==> src/rtl/id_stage_if.sv <==
// Bundle carrying the decode stage's bus traffic: fetch handshake, register-file
// read port, ID/EX pipeline outputs, writeback retire and the flush request.
// The stage itself takes the slave view; the surrounding pipeline takes master.
interface id_stage_if #(
    parameter int XLEN = 16
);
    logic            flush;
    logic            in_valid;
    logic            in_ready;
    logic [XLEN-1:0] in_instr;
    logic [XLEN-1:0] in_pc;
    logic [2:0]      rf_src1;
    logic [2:0]      rf_src2;
    logic [XLEN-1:0] rf_src1_val;
    logic [XLEN-1:0] rf_src2_val;
    logic            out_valid;
    logic            out_ready;
    logic [2:0]      out_op;
    logic            out_we;
    logic [2:0]      out_tgt;
    logic [XLEN-1:0] out_a;
    logic [XLEN-1:0] out_b;
    logic [XLEN-1:0] out_imm;
    logic [XLEN-1:0] out_pc;
    logic            wb_valid;
    logic [2:0]      wb_tgt;
    logic [XLEN-1:0] wb_data;

    modport slave (
        input  flush, in_valid, in_instr, in_pc, rf_src1_val, rf_src2_val,
               out_ready, wb_valid, wb_tgt, wb_data,
        output in_ready, rf_src1, rf_src2, out_valid, out_op, out_we, out_tgt,
               out_a, out_b, out_imm, out_pc
    );

    modport master (
        output flush, in_valid, in_instr, in_pc, rf_src1_val, rf_src2_val,
               out_ready, wb_valid, wb_tgt, wb_data,
        input  in_ready, rf_src1, rf_src2, out_valid, out_op, out_we, out_tgt,
               out_a, out_b, out_imm, out_pc
    );
endinterface

==> src/rtl/id_stage.sv <==
// Instruction-decode stage for the 16-bit RiSC pipeline. Decodes the fetched
// word, addresses the register file combinationally, tracks pending register
// writes to stall RAW/WAW hazards, and loads the ID/EX register on issue.
// Optional build macro ID_WB_BYPASS_EN: writeback clears the hazard in the
// same cycle and forwards wb_data onto matching source operands.
module id_stage #(
    parameter int XLEN = 16,
    parameter int NREG = 8
) (
    input  logic        clk,
    input  logic        rst_n,
    id_stage_if.slave   bus
);
    typedef enum logic [2:0] {
        OP_ADD  = 3'd0,
        OP_ADDI = 3'd1,
        OP_NAND = 3'd2,
        OP_LUI  = 3'd3,
        OP_SW   = 3'd4,
        OP_LW   = 3'd5,
        OP_BEQ  = 3'd6,
        OP_JALR = 3'd7
    } opcode_e;

    opcode_e         op;
    logic [2:0]      src1, src2, tgt;
    logic            has_tgt, we;
    logic [XLEN-1:0] imm;
    logic [NREG-1:0] pend_vis;
    logic            hazard, slot_free, issue;
    logic [XLEN-1:0] opnd_a, opnd_b;

    logic            out_valid_d, out_valid_q;
    logic [2:0]      out_op_d, out_op_q;
    logic            out_we_d, out_we_q;
    logic [2:0]      out_tgt_d, out_tgt_q;
    logic [XLEN-1:0] out_a_d, out_a_q;
    logic [XLEN-1:0] out_b_d, out_b_q;
    logic [XLEN-1:0] out_imm_d, out_imm_q;
    logic [XLEN-1:0] out_pc_d, out_pc_q;
    logic [NREG-1:0] pending_d, pending_q;

    // Field decode: pick source/target registers and immediate per opcode.
    // NOTE: every always_comb output gets a default first so no path can infer a latch.
    always_comb begin
        op      = opcode_e'(bus.in_instr[15:13]);
        src1    = 3'd0;
        src2    = 3'd0;
        tgt     = 3'd0;
        has_tgt = 1'b0;
        imm     = '0;
        unique case (op)
            OP_ADD, OP_NAND: begin
                src1    = bus.in_instr[9:7];
                src2    = bus.in_instr[2:0];
                tgt     = bus.in_instr[12:10];
                has_tgt = 1'b1;
            end
            OP_ADDI, OP_LW, OP_JALR: begin
                src1    = bus.in_instr[9:7];
                tgt     = bus.in_instr[12:10];
                has_tgt = 1'b1;
                imm     = {{(XLEN-7){bus.in_instr[6]}}, bus.in_instr[6:0]};
            end
            OP_LUI: begin
                tgt     = bus.in_instr[12:10];
                has_tgt = 1'b1;
                imm     = {bus.in_instr[9:0], 6'b0};
            end
            OP_SW: begin
                src1 = bus.in_instr[9:7];
                src2 = bus.in_instr[12:10];
                imm  = {{(XLEN-7){bus.in_instr[6]}}, bus.in_instr[6:0]};
            end
            OP_BEQ: begin
                src1 = bus.in_instr[12:10];
                src2 = bus.in_instr[9:7];
                imm  = {{(XLEN-7){bus.in_instr[6]}}, bus.in_instr[6:0]};
            end
            default: ;
        endcase
        we = has_tgt && (tgt != 3'd0);
    end

    // Hazard check and operand selection; unused sources sit at r0, never pending.
    always_comb begin
        pend_vis = pending_q;
        opnd_a   = bus.rf_src1_val;
        opnd_b   = bus.rf_src2_val;
`ifdef ID_WB_BYPASS_EN
        if (bus.wb_valid) pend_vis[bus.wb_tgt] = 1'b0;
        if (bus.wb_valid && bus.wb_tgt != 3'd0 && bus.wb_tgt == src1) opnd_a = bus.wb_data;
        if (bus.wb_valid && bus.wb_tgt != 3'd0 && bus.wb_tgt == src2) opnd_b = bus.wb_data;
`endif
        hazard    = bus.in_valid && (pend_vis[src1] || pend_vis[src2] || (we && pend_vis[tgt]));
        slot_free = !out_valid_q || bus.out_ready;
        issue     = bus.in_valid && slot_free && !hazard && !bus.flush;
    end

`ifndef ID_WB_BYPASS_EN
    logic unused_wb_data;
    assign unused_wb_data = ^bus.wb_data;
`endif

    // ID/EX register next state: flush kills, issue loads, consume drains, else hold.
    always_comb begin
        out_valid_d = out_valid_q;
        out_op_d    = out_op_q;
        out_we_d    = out_we_q;
        out_tgt_d   = out_tgt_q;
        out_a_d     = out_a_q;
        out_b_d     = out_b_q;
        out_imm_d   = out_imm_q;
        out_pc_d    = out_pc_q;
        if (bus.flush) begin
            out_valid_d = 1'b0;
        end else if (issue) begin
            out_valid_d = 1'b1;
            out_op_d    = bus.in_instr[15:13];
            out_we_d    = we;
            out_tgt_d   = tgt;
            out_a_d     = opnd_a;
            out_b_d     = opnd_b;
            out_imm_d   = imm;
            out_pc_d    = bus.in_pc;
        end else if (out_valid_q && bus.out_ready) begin
            out_valid_d = 1'b0;
        end
    end

    // Scoreboard: clears (writeback, flushed producer) first, then issue set wins.
    always_comb begin
        pending_d = pending_q;
        if (bus.wb_valid) pending_d[bus.wb_tgt] = 1'b0;
        if (bus.flush && out_valid_q && out_we_q) pending_d[out_tgt_q] = 1'b0;
        if (issue && we) pending_d[tgt] = 1'b1;
        pending_d[0] = 1'b0;
    end

    // State registers with asynchronous clear of the pipeline slot and scoreboard.
    // NOTE: sequential state uses non-blocking assignments so all flops update together.
    always_ff @(posedge clk or negedge rst_n) begin
        if (!rst_n) begin
            out_valid_q <= 1'b0;
            out_op_q    <= 3'd0;
            out_we_q    <= 1'b0;
            out_tgt_q   <= 3'd0;
            out_a_q     <= '0;
            out_b_q     <= '0;
            out_imm_q   <= '0;
            out_pc_q    <= '0;
            pending_q   <= '0;
        end else begin
            out_valid_q <= out_valid_d;
            out_op_q    <= out_op_d;
            out_we_q    <= out_we_d;
            out_tgt_q   <= out_tgt_d;
            out_a_q     <= out_a_d;
            out_b_q     <= out_b_d;
            out_imm_q   <= out_imm_d;
            out_pc_q    <= out_pc_d;
            pending_q   <= pending_d;
        end
    end

    assign bus.in_ready  = slot_free && !hazard && !bus.flush;
    assign bus.rf_src1   = src1;
    assign bus.rf_src2   = src2;
    assign bus.out_valid = out_valid_q;
    assign bus.out_op    = out_op_q;
    assign bus.out_we    = out_we_q;
    assign bus.out_tgt   = out_tgt_q;
    assign bus.out_a     = out_a_q;
    assign bus.out_b     = out_b_q;
    assign bus.out_imm   = out_imm_q;
    assign bus.out_pc    = out_pc_q;
endmodule

==> src/flat_wrapper.sv <==
// flat-port wrapper written by rule: the top's interface ports become plain ports
module id_stage_flat 
#(
    parameter int XLEN = 16,
    parameter int NREG = 8
)
  (clk, rst_n, bus_flush, bus_in_valid, bus_in_instr, bus_in_pc, bus_rf_src1_val, bus_rf_src2_val, bus_out_ready, bus_wb_valid, bus_wb_tgt, bus_wb_data, bus_in_ready, bus_rf_src1, bus_rf_src2, bus_out_valid, bus_out_op, bus_out_we, bus_out_tgt, bus_out_a, bus_out_b, bus_out_imm, bus_out_pc);
  id_stage_if #(.XLEN(XLEN)) bus_i ();
  input  logic clk;
  input  logic rst_n;
  input wire logic [$bits(bus_i.flush)-1:0] bus_flush;
  input wire logic [$bits(bus_i.in_valid)-1:0] bus_in_valid;
  input wire logic [$bits(bus_i.in_instr)-1:0] bus_in_instr;
  input wire logic [$bits(bus_i.in_pc)-1:0] bus_in_pc;
  input wire logic [$bits(bus_i.rf_src1_val)-1:0] bus_rf_src1_val;
  input wire logic [$bits(bus_i.rf_src2_val)-1:0] bus_rf_src2_val;
  input wire logic [$bits(bus_i.out_ready)-1:0] bus_out_ready;
  input wire logic [$bits(bus_i.wb_valid)-1:0] bus_wb_valid;
  input wire logic [$bits(bus_i.wb_tgt)-1:0] bus_wb_tgt;
  input wire logic [$bits(bus_i.wb_data)-1:0] bus_wb_data;
  output wire logic [$bits(bus_i.in_ready)-1:0] bus_in_ready;
  output wire logic [$bits(bus_i.rf_src1)-1:0] bus_rf_src1;
  output wire logic [$bits(bus_i.rf_src2)-1:0] bus_rf_src2;
  output wire logic [$bits(bus_i.out_valid)-1:0] bus_out_valid;
  output wire logic [$bits(bus_i.out_op)-1:0] bus_out_op;
  output wire logic [$bits(bus_i.out_we)-1:0] bus_out_we;
  output wire logic [$bits(bus_i.out_tgt)-1:0] bus_out_tgt;
  output wire logic [$bits(bus_i.out_a)-1:0] bus_out_a;
  output wire logic [$bits(bus_i.out_b)-1:0] bus_out_b;
  output wire logic [$bits(bus_i.out_imm)-1:0] bus_out_imm;
  output wire logic [$bits(bus_i.out_pc)-1:0] bus_out_pc;
  assign bus_i.flush = bus_flush;
  assign bus_i.in_valid = bus_in_valid;
  assign bus_i.in_instr = bus_in_instr;
  assign bus_i.in_pc = bus_in_pc;
  assign bus_i.rf_src1_val = bus_rf_src1_val;
  assign bus_i.rf_src2_val = bus_rf_src2_val;
  assign bus_i.out_ready = bus_out_ready;
  assign bus_i.wb_valid = bus_wb_valid;
  assign bus_i.wb_tgt = bus_wb_tgt;
  assign bus_i.wb_data = bus_wb_data;
  assign bus_in_ready = bus_i.in_ready;
  assign bus_rf_src1 = bus_i.rf_src1;
  assign bus_rf_src2 = bus_i.rf_src2;
  assign bus_out_valid = bus_i.out_valid;
  assign bus_out_op = bus_i.out_op;
  assign bus_out_we = bus_i.out_we;
  assign bus_out_tgt = bus_i.out_tgt;
  assign bus_out_a = bus_i.out_a;
  assign bus_out_b = bus_i.out_b;
  assign bus_out_imm = bus_i.out_imm;
  assign bus_out_pc = bus_i.out_pc;
  id_stage #(.XLEN(XLEN), .NREG(NREG)) u_core (.clk(clk), .rst_n(rst_n), .bus(bus_i));
endmodule
==> config.mk <==
export PLATFORM = sky130hd
export DESIGN_NAME = id_stage_flat
export DESIGN_NICKNAME = d
export VERILOG_FILES = /design/src/rtl/id_stage_if.sv /design/src/rtl/id_stage.sv /design/src/flat_wrapper.sv
export SDC_FILE = /design/constraint.sdc
export NUM_CORES = 1
export LEC_CHECK = 0
export BUFFER_PORTS_ARGS = -buffer_cell sky130_fd_sc_hd__buf_2
export CORE_UTILIZATION = 40
export CTS_CLUSTER_SIZE = 14
export DETAILED_ROUTE_END_ITERATION = 6
export MAX_ROUTING_LAYER = met4
export PLACE_DENSITY = 0.7
export SLEW_MARGIN = 20
export SYNTH_ARGS = -nofsm -noshare
export SYNTH_HDL_FRONTEND = slang
export SYNTH_SLANG_ARGS = --single-unit
==> constraint.sdc <==
create_clock -name clk -period 3.9 [get_ports clk]
set_input_delay 0.39 -clock clk [delete_from_list [all_inputs] [get_ports clk]]
set_output_delay 0.39 -clock clk [all_outputs]
set_load 0.1 [all_outputs]
==> flow_metrics.env, run 1 <==
export IMPL_drt_iter0_markers=103
export IMPL_worstSetupStartpointType="primary input"
export IMPL_die_x_um=103
export IMPL_seq_area_mm2=0.00198
export IMPL_overflow=0
export IMPL_path_class="primary input to output port"
export IMPL_cts_sinks=79
export IMPL_synth_nets=406
export IMPL_cts_resized=0
export IMPL_antenna_found_initial=0
export IMPL_start_util=0.414
export IMPL_worstPathMaxFanout=12
export IMPL_cp_startpoint="bus_in_instr[14]"
export IMPL_fillCellCount=899
export IMPL_yosys_area_top_type_share=0.487
export IMPL_relSlewSlack=0.312
export IMPL_netlist_instances=317
export IMPL_min_period_ns=3.22
export IMPL_hp_class="primary input to async pin"
export IMPL_wirelength_um=9460
export IMPL_tightest_slew_ns=1.02
export IMPL_ys_seq_area_frac=0.487
export IMPL_num_vias=3058
export IMPL_fin_crit_sh=0.825
export IMPL_cts_tree="built"
export IMPL_dp_hpwl_um=6790
export IMPL_r2r_end="u_core.bus.out_a[12]"
export IMPL_htreeDepth=3
export IMPL_area_delta_synth_final_pct=25.0
export IMPL_finalSetupTns_ns=0
export IMPL_cts_buffers=9
export IMPL_rsz0062_at_grt="no"
export IMPL_die_h_um=103
export IMPL_layout_drive_gt1_share=0.486
export IMPL_syn_area_per_cell_um2=12.8
export IMPL_first_global_vias=2853
export IMPL_status="completed"
export IMPL_nNetsFinal=555
export IMPL_gp_congestion=0.875
export IMPL_fmax_ghz=0.311
export IMPL_grt_max_degree=80
export IMPL_synth_seq_cells=79
export IMPL_cp_required_ns=3.51
export IMPL_grt_total_usage=0.179
export IMPL_finalHoldViolCount=0
export IMPL_netlist_top_cells_area="dfrtp_1, mux2_4, mux2i_1"
export IMPL_worstSkewPairLatency_ns=0.33
export IMPL_clockRootBuffer="clkbuf_8"
export IMPL_antennaDiodeCount=0
export IMPL_synth_area_mm2=0.00406
export IMPL_multi_input_area_mm2=0.00181
export IMPL_ff2ff_setup_slack_ns=1.53
export IMPL_fin_skew_ns=0.00926
export IMPL_ios=168
export IMPL_rows=36
export IMPL_drt_pass1_iter_count=4
export IMPL_worstSetupEndpointType="output port"
export IMPL_drv_slew=0
export IMPL_cp_arrival_ns=2.83
export IMPL_reg2reg_from="u_core.bus.out_valid"
export IMPL_yosys_warnings=0
export IMPL_drc_errors=0
export IMPL_yosysTopAreaCell="dfrtp_1"
export IMPL_avgRoutedWirePerCell_um=15.7
export IMPL_clkSlewWorstSetupHoldPaths_ns=0.08
export IMPL_routed_via_density=5.06
export IMPL_setup_viol=0
export IMPL_dieArea_mm2=0.0106
export IMPL_cts_buffer_depth=2
export IMPL_hold_buffers=0
export IMPL_io_buffers=151
export IMPL_cts_setup_buffers=0
export IMPL_rr_worst_depth=5
export IMPL_antenna_left=0
export IMPL_drv_cap=0
export IMPL_design_core_area_mm2=0.00982
export IMPL_synth_distinct_cells=49
export IMPL_grt_first_pass_wirelength_um=14100
-- logic make-up after synthesis --
kind of cell / count (synthesis) / synth area share
buffers and inverters: 44 / 0.0699
muxes: 79 / 0.263
AOI/OAI and AO/OA: 56 / 0.102
and+or+nand+nor: 59 / 0.0789
DFF: 79 / 0.487
-- cells in the final DEF, fill, tap and decap left out, types with 4 or more instances in the layout --
cell and count:
o2111ai_1 4, dfrtp_1 79, nand2_1 17, nand3_1 6
o221ai_1 7, nand2b_1 5, buf_2 150, a32oi_1 6
a21oi_1 9, mux2_4 52, inv_1 27, nor2_1 6
o21ai_0 8, mux2i_1 23, clkbuf_8 9, nor2b_1 5
nor3_1 5
-- stage by stage --
stage / setup WS (ns) / cells / cell area (µm²) / util / hold slack [ns]
4_1_cts: 0.705 / 604 / 5080 / 0.517 / 0.230
3_3_place_gp: 0.764 / 588 / 4860 / 0.495 / 0.485
2_1_floorplan: 0.261 / 317 / 4070 / - / 0.0944
3_5_place_dp: 0.722 / 588 / 4860 / 0.495 / 0.488
5_1_grt: 0.443 / 604 / 5080 / 0.517 / 0.257
6_report: 0.683 / 604 / 5080 / 0.517 / 0.202
-- Yosys cell counts (all sizes together) --
cell / instances
a32oi: 6
o21a: 2
and2: 3
a21oi: 9
or4: 1
dfrtp: 79
o22ai: 1
nand4b: 2
a22o: 1
o2111ai: 4
mux2i: 23
nor2b: 5
a21o: 1
buf: 15
o41ai: 3
nand4: 2
mux2: 55
a31oi: 1
clkbuf: 1
and4: 1
nand3b: 3
nand2b: 5
a211o: 2
a211oi: 1
o211ai: 1
o31ai: 2
inv: 27
a311oi: 3
nand3: 6
o211a: 1
nor3b: 1
nor4: 1
nor2: 6
a21boi: 2
clkinv: 1
nand2: 17
o21ai: 8
nor3: 5
and3b: 1
o21ba: 1
mux4: 1
o221ai: 7
-- how the worst max path moves through the flow --
stage / slack, ns / depth (start not counted) / end
final: 0.68 / 8 / bus_in_ready
after global routing: 0.44 / 8 / bus_in_ready
after CTS: 0.70 / 8 / bus_in_ready
after detailed placement: 0.72 / 8 / bus_in_ready
after global placement: 0.76 / 8 / bus_in_ready
after floorplan: 0.26 / 7 / bus_in_ready
-- state kept, by name, indices dropped and copies added (netlist names) --
signal,flops
u_core.bus.out_op,3
u_core.bus.out_tgt,3
u_core.bus.out_b,16
u_core.bus.out_we,1
u_core.bus.out_imm,16
u_core.bus.out_a,16
u_core.bus.out_valid,1
u_core.bus.out_pc,16
u_core.pend_vis,7
-- area by class of cell --
cell class | count | area share
clock buffer | 10 | 0.0251
clock inverter | 6 | 0.0182
inverter | 28 | 0.0210
multi-input combinational | 194 | 0.357
sequential | 79 | 0.389
tap | 133 | 0.0328
timing repair buffer | 154 | 0.156
-- layer usage --
| layer | vias to the layer above | wire length (µm) | GRT usage |
|---|---|---|---|
| met4 | 0 | 54 | 0.0628 |
| met3 | 6 | 823 | 0.0454 |
| met5 | - | 0 | - |
| met1 | 1464 | 4210 | 0.229 |
| li1 | 1453 | - | - |
| met2 | 135 | 4370 | 0.275 |
-- worst max-delay path: stages --
cell,delay [ns]
buf_2,0.22
mux2_2,0.39
a32oi_1,0.20
a311oi_1,0.13
nor4_2,0.33
nand3_1,0.37
a211oi_4,0.33
buf_2,0.45
Power of run 1 is not shown: default switching activity piles up to over one toggle a cycle in this logic, so the estimate is an artifact.
==> run 2, diff against run 1 <==
ABC_AREA = 1   (was default)
PLACE_DENSITY = 0.71   (was 0.7)
clock period = 3.4 ns   (was 3.9 ns; I/O delays follow)
==> run 2 against run 1 <==
Net effect:
- clock-buffer cell count rose by 1
- largest cell class unchanged
- critical path type unchanged
- via count rose by 17%
- synthesized area fell by 6.2%
- global-route usage rose by 3.0 points
- register-to-register slack got worse by 0.20 ns
- die area fell by 6.0%
- final cell count rose by 28%
- utilization rose by 1.3 points
- synthesized cell count rose by 56%
- highest routed layer unchanged
==> flow_metrics.env, run 2 <==
export IMPL_status="completed"
export IMPL_drv_cap=0
export IMPL_ir_drop_v=0.000447
export IMPL_wirelength_um=9450
export IMPL_drc_errors=0
export IMPL_antennaDiodeCount=0
export IMPL_fin_crit_sh=0.811
export IMPL_yosys_warnings=0
export IMPL_first_global_vias=3322
export IMPL_layout_setup_ws_ns=0.644
export IMPL_grt_total_usage=0.209
export IMPL_clockRootBuffer="clkbuf_8"
export IMPL_cp_arrival_ns=2.42
export IMPL_async_flop_share=1.00
export IMPL_cts_setup_buffers=0
export IMPL_fmax_ghz=0.363
export IMPL_rows=35
export IMPL_drv_slew=0
export IMPL_syn_area_per_cell_um2=7.73
export IMPL_area_delta_synth_final_pct=28.5
export IMPL_synth_top_cells_by_count="nand2_1, dfrtp_1, inv_1, nand3_1, nor2_1"
export IMPL_yosys_area_top_type_share=0.519
export IMPL_fin_util=0.530
export IMPL_rsz0062_at_grt="no"
export IMPL_power_leakage_nw=2.89
export IMPL_fin_skew_ns=0.0182
export IMPL_power_density_mw_per_mm2=1010
export IMPL_worstSetupStartpointType="primary input"
export IMPL_worstSetupEndpointType="output port"
export IMPL_hp_class="primary input to register"
export IMPL_cts_buffer_depth=2
export IMPL_drt_iter0_markers=123
export IMPL_gp_congestion=0.893
export IMPL_final_common_cell="nand2_1"
export IMPL_relSlewSlack=0.582
export IMPL_synth_seq_cells=79
export IMPL_dp_hpwl_um=6850
export IMPL_ios=168
export IMPL_yosysTopAreaCell="dfrtp_1"
export IMPL_cpMaxStageDelayCell="buf_2"
export IMPL_grt_first_pass_wirelength_um=15900
export IMPL_antenna_left=0
export IMPL_synth_area_mm2=0.00381
export IMPL_final_cell_mix="nand2_1, buf_2, dfrtp_1"
export IMPL_crit_chain="buf_2 > inv_1 > nand3_1 > nand2_1 > nor2_2 > nand3_1 > nand2_1 > nand2_1 > nand2_1 > nand3_4 > a21oi_4 > buf_2"
export IMPL_cts_tree="built"
export IMPL_setup_viol=0
export IMPL_cp_required_ns=3.06
export IMPL_path_common_cell="nand2_1"
export IMPL_dp_slack_ns=0.596
export IMPL_grt_max_degree=80
export IMPL_min_period_ns=2.76
export IMPL_die_h_um=99.6
export IMPL_netlist_top_cells_area="dfrtp_1, nand2_1, nand3_1"
export IMPL_ys_flop_type="dfrtp_1"
export IMPL_slowest_delay_ns=0.43
export IMPL_die_x_um=99.6
export IMPL_worstPathMaxFanout=14
export IMPL_synth_edf_count=0
export IMPL_ys_seq_area_frac=0.519
export IMPL_start_util=0.412
export IMPL_overflow=0
export IMPL_synth_nets=582
export IMPL_avgRoutedWirePerCell_um=12.2
export IMPL_routed_via_density=4.62
export IMPL_htreeDepth=3
export IMPL_drt_pass1_iter_count=4
export IMPL_nNetsFinal=730
export IMPL_design_core_area_mm2=0.00924
export IMPL_num_vias=3578
export IMPL_tightest_slew_ns=0.623
export IMPL_worstSkewPairLatency_ns=0.35
export IMPL_clkSlewWorstSetupHoldPaths_ns=0.09
export IMPL_io_buffers=151
export IMPL_synth_distinct_cells=26
export IMPL_antenna_found_initial=0
export IMPL_cts_sinks=79
export IMPL_synth_most_common_cell="nand2_1"
export IMPL_hold_slack_ns=0.178
export IMPL_fillCellCount=921
export IMPL_layout_drive_gt1_share=0.289
export IMPL_finalHoldViolCount=0
export IMPL_cts_buffers=9
export IMPL_netlist_instances=493
export IMPL_dieArea_mm2=0.00992
export IMPL_path_class="primary input to output port"
-- run 2: metal layers --
layer	track usage	up-vias	part of all wire
li1	-	1834	-
met1	0.270	1633	0.47
met2	0.339	102	0.47
met3	0.0387	9	0.050
met4	0.0543	0	0.010
met5	-	-	0
-- run 2: path summary, 6_finish.rpt --
kind / from / endpoint / slack, ns / cells past startpoint
max: bus_in_instr[15] / bus_in_ready / 0.64 / 12
min: bus_rf_src1_val[7] / u_core.bus.out_a[7] / 0.18 / 3
max reg2reg: u_core.pend_vis[7] / u_core.bus.out_a[1] / 1.33 / 13
min reg2reg: u_core.bus.out_pc[3] / u_core.bus.out_pc[3] / 0.47 / 2
max in group asynchronous: rst_n / u_core.bus.out_tgt[1] / 2.37 / 3
min in group asynchronous: rst_n / u_core.bus.out_a[2] / 0.42 / 2
-- run 2: repair_timing --
action                                 in CTS  in global routing
setup endpoints to repair                   0                  0
hold buffers                                0                  1
endpoints found under the hold margin       0                 20
resized for setup                           0                  0
-- run 2: through the flow --
step                      std cells  setup TNS (ns)  area (µm²)  power, mW
after CTS                       773               0        4860       4.97
after floorplan                 493         -0.0713        3840       3.75
after global placement          757               0        4650       4.20
after global routing            775               0        4900       5.17
final                           775               0        4900       4.94
after detailed placement        757               0        4650       4.23
-- run 2: logic make-up after synthesis --
logic type,Yosys count,synth area share
buf+inv,57,0.0758
simple gates,328,0.359
flops,79,0.519
compound gates,29,0.0463
-- run 2: where the power goes --
group	switching (mW)	internal [mW]
sequential	0.161	1.21
clock	0.352	0.384
combinational	2.46	0.371
-- run 2: cell type report --
type                            instances  area (µm²)  area share
Tap cell                              129         161      0.0330
Timing Repair Buffer                  156         831       0.170
Inverter                               38         143      0.0291
Multi-Input combinational cell        357        1570       0.321
Sequential cell                        79        1980       0.404
Clock inverter                          5        63.8      0.0130
Clock buffer                           11         151      0.0309
-- run 2: worst max-delay path, delay by kind of cell --
kind	cells	cell delay, ns
AND/OR/NAND/NOR	8	1.15
buffers and inverters	3	0.75
AO/OA/AOI/OAI	1	0.16
Note: power is estimated with default switching activity, not from simulation.
==> run 3, diff against run 2 <==
clock period = 2.6 ns   (was 3.4 ns; I/O delays follow)
==> run 3 against run 2 <==
Net effect:
- clock-buffer cell count unchanged
- power up 30%
- combinational power rose by 32%
- worst hold slack lost 0.078 ns
- utilization up 1.2 points
- register-to-register slack worse by 0.66 ns
- critical endpoint unchanged
==> flow_metrics.env, run 3 (same netlist as run 2, synthesis figures left out) <==
export IMPL_status="completed"
export IMPL_num_vias=3659
export IMPL_fin_skew_ns=0.0166
export IMPL_fin_total_pwr_mw=6.45
export IMPL_dp_slack_ns=0.259
export IMPL_clkSlewWorstSetupHoldPaths_ns=0.09
export IMPL_path_class="primary input to output port"
export IMPL_worstSetupStartpointType="primary input"
export IMPL_drc_errors=0
export IMPL_cts_buffers=9
export IMPL_drt_iter0_markers=80
export IMPL_hold_slack_ns=0.0994
export IMPL_endpoint="bus_in_ready"
export IMPL_wirelength_um=9800
export IMPL_avgRoutedWirePerCell_um=12.6
export IMPL_nNetsFinal=735
export IMPL_cts_setup_buffers=0
export IMPL_ff2ff_setup_slack_ns=0.67
export IMPL_rows=35
export IMPL_hp_class="primary input to register"
export IMPL_cp_required_ns=2.34
export IMPL_hold_buffers=0
export IMPL_routed_via_density=4.69
export IMPL_setup_viol=0
export IMPL_grt_max_degree=80
export IMPL_power_leakage_nw=2.91
export IMPL_design_area_mm2=0.00501
export IMPL_ios=168
export IMPL_rr_worst_depth=13
export IMPL_ir_drop_v=0.000669
export IMPL_start_util=0.412
export IMPL_area_delta_synth_final_pct=31.4
export IMPL_fin_util=0.542
export IMPL_die_h_um=99.6
export IMPL_htreeDepth=3
export IMPL_worstPathMaxFanout=11
export IMPL_antennaDiodeCount=0
export IMPL_power_density_mw_per_mm2=1290
export IMPL_cp_arrival_ns=1.91
export IMPL_worstSetupEndpointType="output port"
export IMPL_gp_congestion=0.889
export IMPL_cts_buffer_depth=2
export IMPL_antenna_left=0
export IMPL_reg2reg_from="u_core.pend_vis[7]"
export IMPL_overflow=0
export IMPL_fmax_ghz=0.461
export IMPL_drt_pass1_iter_count=4
export IMPL_grt_total_usage=0.212
export IMPL_drv_slew=0
export IMPL_finalSetupTns_ns=0
export IMPL_rsz0062_at_grt="no"
export IMPL_relSlewSlack=0.652
export IMPL_min_period_ns=2.17
export IMPL_dp_hpwl_um=7290
export IMPL_layout_setup_ws_ns=0.430
export IMPL_clockRootBuffer="clkbuf_8"
export IMPL_cts_sinks=79
export IMPL_tightest_slew_ns=0.521
export IMPL_design_core_area_mm2=0.00924
export IMPL_cts_resized=0
export IMPL_final_common_cell="nand2_1"
export IMPL_dp_cells=762
export IMPL_cts_tree="built"
export IMPL_antenna_found_initial=0
export IMPL_fin_crit_sh=0.835
export IMPL_drv_cap=0
export IMPL_die_x_um=99.6
export IMPL_cp_startpoint="bus_in_instr[15]"
export IMPL_fin_cells=780
export IMPL_grt_first_pass_wirelength_um=16100
export IMPL_layout_drive_gt1_share=0.313
export IMPL_first_global_vias=3383
export IMPL_worstSkewPairLatency_ns=0.35
export IMPL_dieArea_mm2=0.00992
export IMPL_r2r_end="u_core.bus.out_a[1]"
export IMPL_final_cell_mix="nand2_1, buf_2, dfrtp_1"
export IMPL_finalHoldViolCount=0
export IMPL_post_dp_cell_area_mm2=0.00476
export IMPL_io_buffers=151
-- run 3: changes by cell type in the layout (fill, tap and decap cells not counted), sizes merged --
cell,delta
clkinvlp,-1
clkinv,+1
buf,+5
-- run 3: worst min-delay path by stage --
stage / start / end / cells past startpoint
final: bus_rf_src2_val[11] / u_core.bus.out_b[11] / 3
after global routing: bus_in_pc[9] / u_core.bus.out_pc[9] / 3
after CTS: bus_rf_src2_val[11] / u_core.bus.out_b[11] / 3
after detailed placement: u_core.bus.out_pc[8] / u_core.bus.out_pc[8] / 2
after global placement: u_core.bus.out_b[12] / u_core.bus.out_b[12] / 2
after floorplan: rst_n / u_core.bus.out_a[0] / 0
-- run 3: critical path: stages --
cell     delay (ns)
buf_2          0.24
inv_1          0.09
nand3_1        0.20
nand2_1        0.10
nor2_2         0.18
nand3_1        0.11
nand2_1        0.08
nand2_1        0.05
nand2_1        0.10
nand3_4        0.12
a21oi_4        0.18
buf_12         0.19
-- run 3: per-layer routing --
metal	vias to the layer above	track usage	share of wire
li1	1839	-	-
met1	1690	0.278	0.46
met2	119	0.332	0.47
met3	11	0.0450	0.059
met4	0	0.0622	0.013
met5	-	-	0
-- run 3: layout make-up --
type	instances	area (µm²)
fillers	950	4230
flip-flops and latches	79	1980
multi-input cells	357	1640
repair buffers	161	883
well taps	129	161
inverters	38	143
clock buffers	11	141
clock inverters	5	65.1
-- run 3: power breakdown --
group / total (mW) / switching [mW] / internal (mW)
Clock: 0.932 / 0.453 / 0.479
Sequential: 1.78 / 0.197 / 1.59
Combinational: 3.73 / 3.24 / 0.497
Total: 6.45 / 3.89 / 2.56
